===== src/rtl/aa.sv =====
// rtl/aa.sv - register-file execution core (32 x 16-bit GPR, SGPR, IR)
//
// Two-stage core: an instruction is captured into IR on one edge and executed
// on the next. Because the execute and capture stages overlap, one instruction
// can be issued per clock.
//
// Ports:
//   clk          system clock, all state updates on the rising edge
//   rst_n        synchronous reset, active low
//   instr_valid  capture instr into IR on this edge
//   instr        32-bit instruction word
//   ld_en        GPR preload strobe
//   ld_addr      GPR preload index
//   ld_data      GPR preload value
//   dbg_addr     GPR read index
//   dbg_data     combinational GPR[dbg_addr]
//   sgpr         current SGPR value
//   busy         high while a captured instruction awaits execution
module aa (
  input  logic        clk,
  input  logic        rst_n,
  input  logic        instr_valid,
  input  logic [31:0] instr,
  input  logic        ld_en,
  input  logic [4:0]  ld_addr,
  input  logic [15:0] ld_data,
  input  logic [4:0]  dbg_addr,
  output logic [15:0] dbg_data,
  output logic [15:0] sgpr,
  output logic        busy
);

  localparam logic [4:0] OP_MOVSGPR = 5'd0;
  localparam logic [4:0] OP_MOV     = 5'd1;
  localparam logic [4:0] OP_ADD     = 5'd2;
  localparam logic [4:0] OP_SUB     = 5'd3;
  localparam logic [4:0] OP_MUL     = 5'd4;

  // State keeps the plain names IR/GPR/SGPR so benches can reach them
  // hierarchically.
  logic [31:0] IR;
  logic [15:0] GPR [0:31];
  logic [15:0] SGPR;
  logic        r_exe;

  // Instruction field decode
  logic [4:0]  w_oper_type;
  logic [4:0]  w_rdst;
  logic [4:0]  w_rsrc1;
  logic        w_imm_mode;
  logic [4:0]  w_rsrc2;
  logic [15:0] w_isrc;

  assign w_oper_type = IR[31:27];
  assign w_rdst      = IR[26:22];
  assign w_rsrc1     = IR[21:17];
  assign w_imm_mode  = IR[16];
  assign w_rsrc2     = IR[15:11];
  assign w_isrc      = IR[15:0];

  // Operands come from the register file as it stands before this edge, so
  // rdst may alias either source.
  logic [15:0] w_op_a;
  logic [15:0] w_op_b;
  logic [31:0] w_prod;

  assign w_op_a = GPR[w_rsrc1];
  assign w_op_b = w_imm_mode ? w_isrc : GPR[w_rsrc2];
  assign w_prod = w_op_a * w_op_b;

  logic        w_gpr_we;
  logic [15:0] w_gpr_wdata;
  logic        w_sgpr_we;

  always_comb begin
    w_gpr_we    = 1'b0;
    w_gpr_wdata = 16'd0;
    w_sgpr_we   = 1'b0;
    if (r_exe) begin
      case (w_oper_type)
        OP_MOVSGPR: begin
          w_gpr_we    = 1'b1;
          w_gpr_wdata = SGPR;
        end
        OP_MOV: begin
          w_gpr_we    = 1'b1;
          // MOV's register form copies rsrc1, not rsrc2
          w_gpr_wdata = w_imm_mode ? w_isrc : w_op_a;
        end
        OP_ADD: begin
          w_gpr_we    = 1'b1;
          w_gpr_wdata = w_op_a + w_op_b;
        end
        OP_SUB: begin
          w_gpr_we    = 1'b1;
          w_gpr_wdata = w_op_a - w_op_b;
        end
        OP_MUL: begin
          w_gpr_we    = 1'b1;
          w_gpr_wdata = w_prod[15:0];
          w_sgpr_we   = 1'b1;
        end
        default: begin
          // opcodes 5..31 leave all state untouched
        end
      endcase
    end
  end

  always_ff @(posedge clk) begin
    if (!rst_n) begin
      IR    <= 32'd0;
      SGPR  <= 16'd0;
      r_exe <= 1'b0;
      for (int i = 0; i < 32; i++) begin
        GPR[i] <= 16'd0;
      end
    end else begin
      if (instr_valid) begin
        IR <= instr;
      end
      r_exe <= instr_valid;
      if (ld_en) begin
        GPR[ld_addr] <= ld_data;
      end
      // Placed after the preload so an execute write to the same index wins.
      if (w_gpr_we) begin
        GPR[w_rdst] <= w_gpr_wdata;
      end
      if (w_sgpr_we) begin
        SGPR <= w_prod[31:16];
      end
    end
  end

  assign dbg_data = GPR[dbg_addr];
  assign sgpr     = SGPR;
  assign busy     = r_exe;

endmodule


===== config.mk =====
export PLATFORM = sky130hd
export DESIGN_NAME = aa
export DESIGN_NICKNAME = d
export VERILOG_FILES = /design/src/rtl/aa.sv
export SDC_FILE = /design/constraint.sdc
export NUM_CORES = 2
export LEC_CHECK = 0
export CORE_ASPECT_RATIO = 0.9
export CORE_MARGIN = 4
export CORE_UTILIZATION = 45
export CTS_BUF_LIST = sky130_fd_sc_hd__clkbuf_16
export DETAILED_ROUTE_END_ITERATION = 8
export DONT_BUFFER_PORTS = 1
export GPL_TIMING_DRIVEN = 1
export SYNTH_ARGS = -nofsm -noshare
export SYNTH_HDL_FRONTEND = slang
export SYNTH_SLANG_ARGS = --single-unit

===== constraint.sdc =====
create_clock -name clk -period 17.8 [get_ports clk]
set_clock_uncertainty 0.05 [all_clocks]
set_input_delay 4.45 -clock clk [delete_from_list [all_inputs] [get_ports clk]]
set_output_delay 4.45 -clock clk [all_outputs]
set_load 0.01 [all_outputs]

Yosys cells after proc, flatten, opt, wreduce, memory -nomap -nowiden
Memories as Yosys holds them, arrays and structs flattened. A register that Yosys moved wholly into a read port is not among the register bits.
Index checks and enable logic that the tools add are counted.
Word-level totals
  register bits: 49
  bits in latches: 0
  RAM bits: 512
  bits in read-only memories: 0
  bits of input ports: 62
  logic and storage cells: 40
  memories: 1
Operators by class
  add/subtract/negate cells: 2
  multiply operators: 1
  divide/modulo/power cells: 0
  magnitude comparators: 0
  eq/ne operators: 4
  shifts and indexed selects: 0
  multiplexer cells: 25
  bitwise operators: 0
  reduce and logical (&&, ||, !) cells: 4
Memory list
  GPR: depth 32, bits a word 16, read ports 3, clocked after Yosys merged registers in 2, wr ports 32, RTL line 42  | logic [15:0] GPR [0:31];
Operators with widths (number)
  $mux W16: 5
  $pmux W16 S5: 1
  $mul A16 B16 Y32: 1
  $reduce_or A16 Y1: 2
  $mux W5: 6
  $add A16 B16 Y16: 1
  $sub A16 B16 Y16: 1
  $mux W1: 13
  $eq A5 B2 Y1 const B: 2
  $eq A5 B1 Y1 const B: 1
  $eq A5 B3 Y1 const B: 1
  $logic_not A5 Y1: 1
  $reduce_or A5 Y1: 1

Depth between registers and ports, before layout
  depth after elaboration: 9
  mapped depth: 35

Worst setup path after synthesis
Ideal clock, no wire load.
  path kind: input to output
  start point: input port dbg_addr[0]
  end point: output port dbg_data[0]
  arrival time: 6796 ps
  data required time: 13300 ps
  setup slack: 6504 ps
  cell stages on the path: 5
  buffers on the path: 2
  cells stage by stage: clkbuf_1 buf_1 mux4_2 mux4_2 mux2_2
Between the ends
  cells in the longest elaborated chain, start to end: 1
Ends and longest elaborated chain
  from (decl): RTL line 27  | input logic [4:0] dbg_addr,
  $mem_v2 Z32 W16
  to (decl): RTL line 28  | output logic [15:0] dbg_data,
Every way passes these cells.

==> out/metrics.cfg <==
[run_status]
status=finished, final reports clean

[drt]
vias=38340
drc=0
final_antenna_net_count=0
via_per_inst=7.057
wl_per_cell_um=34.63
drt_first_pass_iters=6
drt_iter0_drc=6655
wl_um=188100

[global_route]
gr-usage-all-layers_pct=34.15
grt_max_degree=129
grt_pass1_wl_um=267900
overflow=0
grt_pass1_vias=36575
antenna_found_initial=4

[worst_setup_path]
slowest_delay_ps=850
cp.required_ps=18270
cp_num_buf_inv=8
worst_setup_path_start_kind=register
cp_slowest_cell=buf_4
crit_family=adder cells
crit_fanout=59
arrival_ps=11260
crit_path_end_kind=register
worstSetupPathType=register to register
cp_common_cell=fa_1

[die]
die-area_sq_um=109300
row_count=112
die_w_um=348.1
die_y_um=314.1
ioPinCount=95
coreArea_sq_um=103600
start_util_pct=45.24

[placed_design]
dp_hpwl_um=123700
portBuffers=0
gp_congestion=0.9537
dp.cells=5298

[pwr]
p_comb_share_pct=55.4
swShare_pct=44.10
power_density_nw_per_um2=136.0
power_leakage_nw=18.01
power.switching_w=0.003023
power_frac_seq_pct=23.3
internal-power_w=0.003832
power_w=0.006856
peakVddDrop_mv=0.2820
p_clk_share_pct=21.3

[finish]
drive_gt1_share_pct=19.79
fillers=9178
fin_cells=5433
area_delta_synth_final_pct=7.558
nets=4379

[synthesis]
synth_edf_count=512
netlist_area_sq_um=46850
yosys_warnings=0
synth-seq-area-share_pct=35.34
synth_seq_cells=571
synth_top_area_share_pct=32.82
netlist_instances=4200
synth_common_cells=edfxtp_1 (512), nand3_1 (497), mux4_2 (429)
ys_async_sr_fraction_pct=0
mappedNetlistNets=4577
synth_largest_area_cell=edfxtp_1
syn-mean-instance-area_sq_um=11.15
synth_most_common_cell=edfxtp_1
synthTopCellsByArea=edfxtp_1 (33%), mux4_2 (21%), fa_1 (8.3%), nand3_1 (5.3%), o21ai_0 (4.3%)
synth.distinct_cells=81
synth_ff_type=edfxtp_1

[sta]
tightest_slew_ps=1245
max_slew_margin_pct=16.80
drv_slew=0
finalSetupTns_ps=0
rsz0062_at_grt=false
fmax_mhz=92.61
setup_viol_count_final=0
fin_crit_sh_pct=60.66
layout_min_cycle_time_ps=10800
hold_viol=0

[clock_network]
ctsResizeCount=0
numCtsBuffers=69
cts_tree=built
hold_buffers=0
cts_buffer_depth=3
clk_latency_ps=660
path_clk_slew_ps=60
cts_setup_buffers=0
cts_sinks=571
cts_max_level=3
clock-root-buffer=clkbuf_16

[hold_path]
worstHoldPathType=register to register

[run]
max-cap-violations=0

## power by group through the flow
stage / logic (W) / clock network [W] / registers (W)
3_3_place_gp: 0.00365 / 0 / 0.00162
3_5_place_dp: 0.00367 / 0 / 0.00162
5_1_grt: 0.00421 / 0.00151 / 0.00160
6_report: 0.00380 / 0.00146 / 0.00160
4_1_cts: 0.00370 / 0.00146 / 0.00159
2_1_floorplan: 0.00271 / 0 / 0.00158
## cells in the final DEF, fill, tap and decap left out, types with 15 or more instances in the layout
cell / count
a21o_1: 31
a21oi_1: 94
a221oi_1: 20
a22oi_1: 21
a31o_1: 15
a31oi_1: 15
and2_1: 30
and3_1: 50
buf_4: 149
clkbuf_16: 72
clkinv_1: 15
dfxtp_1: 50
edfxtp_1: 512
fa_1: 195
ha_1: 120
inv_1: 271
mux2_2: 62
mux2i_1: 71
mux4_2: 429
nand2_1: 231
nand2b_1: 40
nand3_1: 497
nand3b_1: 26
nand4_1: 24
nor2_1: 197
nor2b_1: 36
nor3_1: 17
o21a_1: 16
o21ai_0: 402
o21ai_1: 88
or3_1: 30
xnor2_1: 30
## logic make-up after synthesis
logic type	share of synthesized area (%)
and+or+nand+nor	12.68
adders and majority gates	11.56
muxes	23.74
DFF	35.34
AOI/OAI and AO/OA	10.06
buffers and inverters	5.846
xor gates and xnor gates	0.7825
## metrics by stage
step	util [%]	setup WS, ps	cell area [sq um]	hold slack [ps]
detailed placement	46.45	7215	48100	428.5
global route	48.64	6859	50370	496.9
global placement	46.45	7258	48100	416.4
CTS	48.64	7168	50370	452.9
finish	48.66	7003	50390	453.4
floorplan	-	6504	46850	401.1
## sequential cells by signal, summed over array words and instances, names as in the netlist, named ones only
signal,flops
busy,1
sgpr,16
IR,32
GPR,512
## worst min-delay path, delay by kind of cell, from the launching register on
family | cells | cell delay (ps)
flops | 1 | 330
simple gates | 1 | 80
mux | 1 | 60
## layout make-up
type | instances | area, sq um | area share (%)
multi-input combinational | 2937 | 27640 | 54.85
sequential | 571 | 16580 | 32.90
clock buffer | 72 | 1802 | 3.576
tap | 1368 | 1712 | 3.397
timing repair buffer | 152 | 1164 | 2.309
inverter | 271 | 1017 | 2.019
clock inverter | 55 | 464.2 | 0.9212
antenna | 7 | 17.52 | 0.03476
## worst paths after layout
path                       from                     to  slack (ps)  cells after the start
max reg2reg            register  sgpr[14]$_SDFFE_PN0P_        7000                     29
min reg2reg  IR[7]$_SDFFE_PN0P_     IR[7]$_SDFFE_PN0P_         450                      2
max                    register  sgpr[14]$_SDFFE_PN0P_        7000                     29
min          IR[7]$_SDFFE_PN0P_     IR[7]$_SDFFE_PN0P_         450                      2
## per-layer routing
layer / global-route usage, % / up-vias / share of wire, %
met4: 14.35 / 0 / 5.3
met1: 45.99 / 19025 / 36
met3: 15.70 / 567 / 18
li1: - / 15440 / -
met5: 0 / - / 0
met2: 47.62 / 3308 / 41
Power figures use the tool's default switching activity.
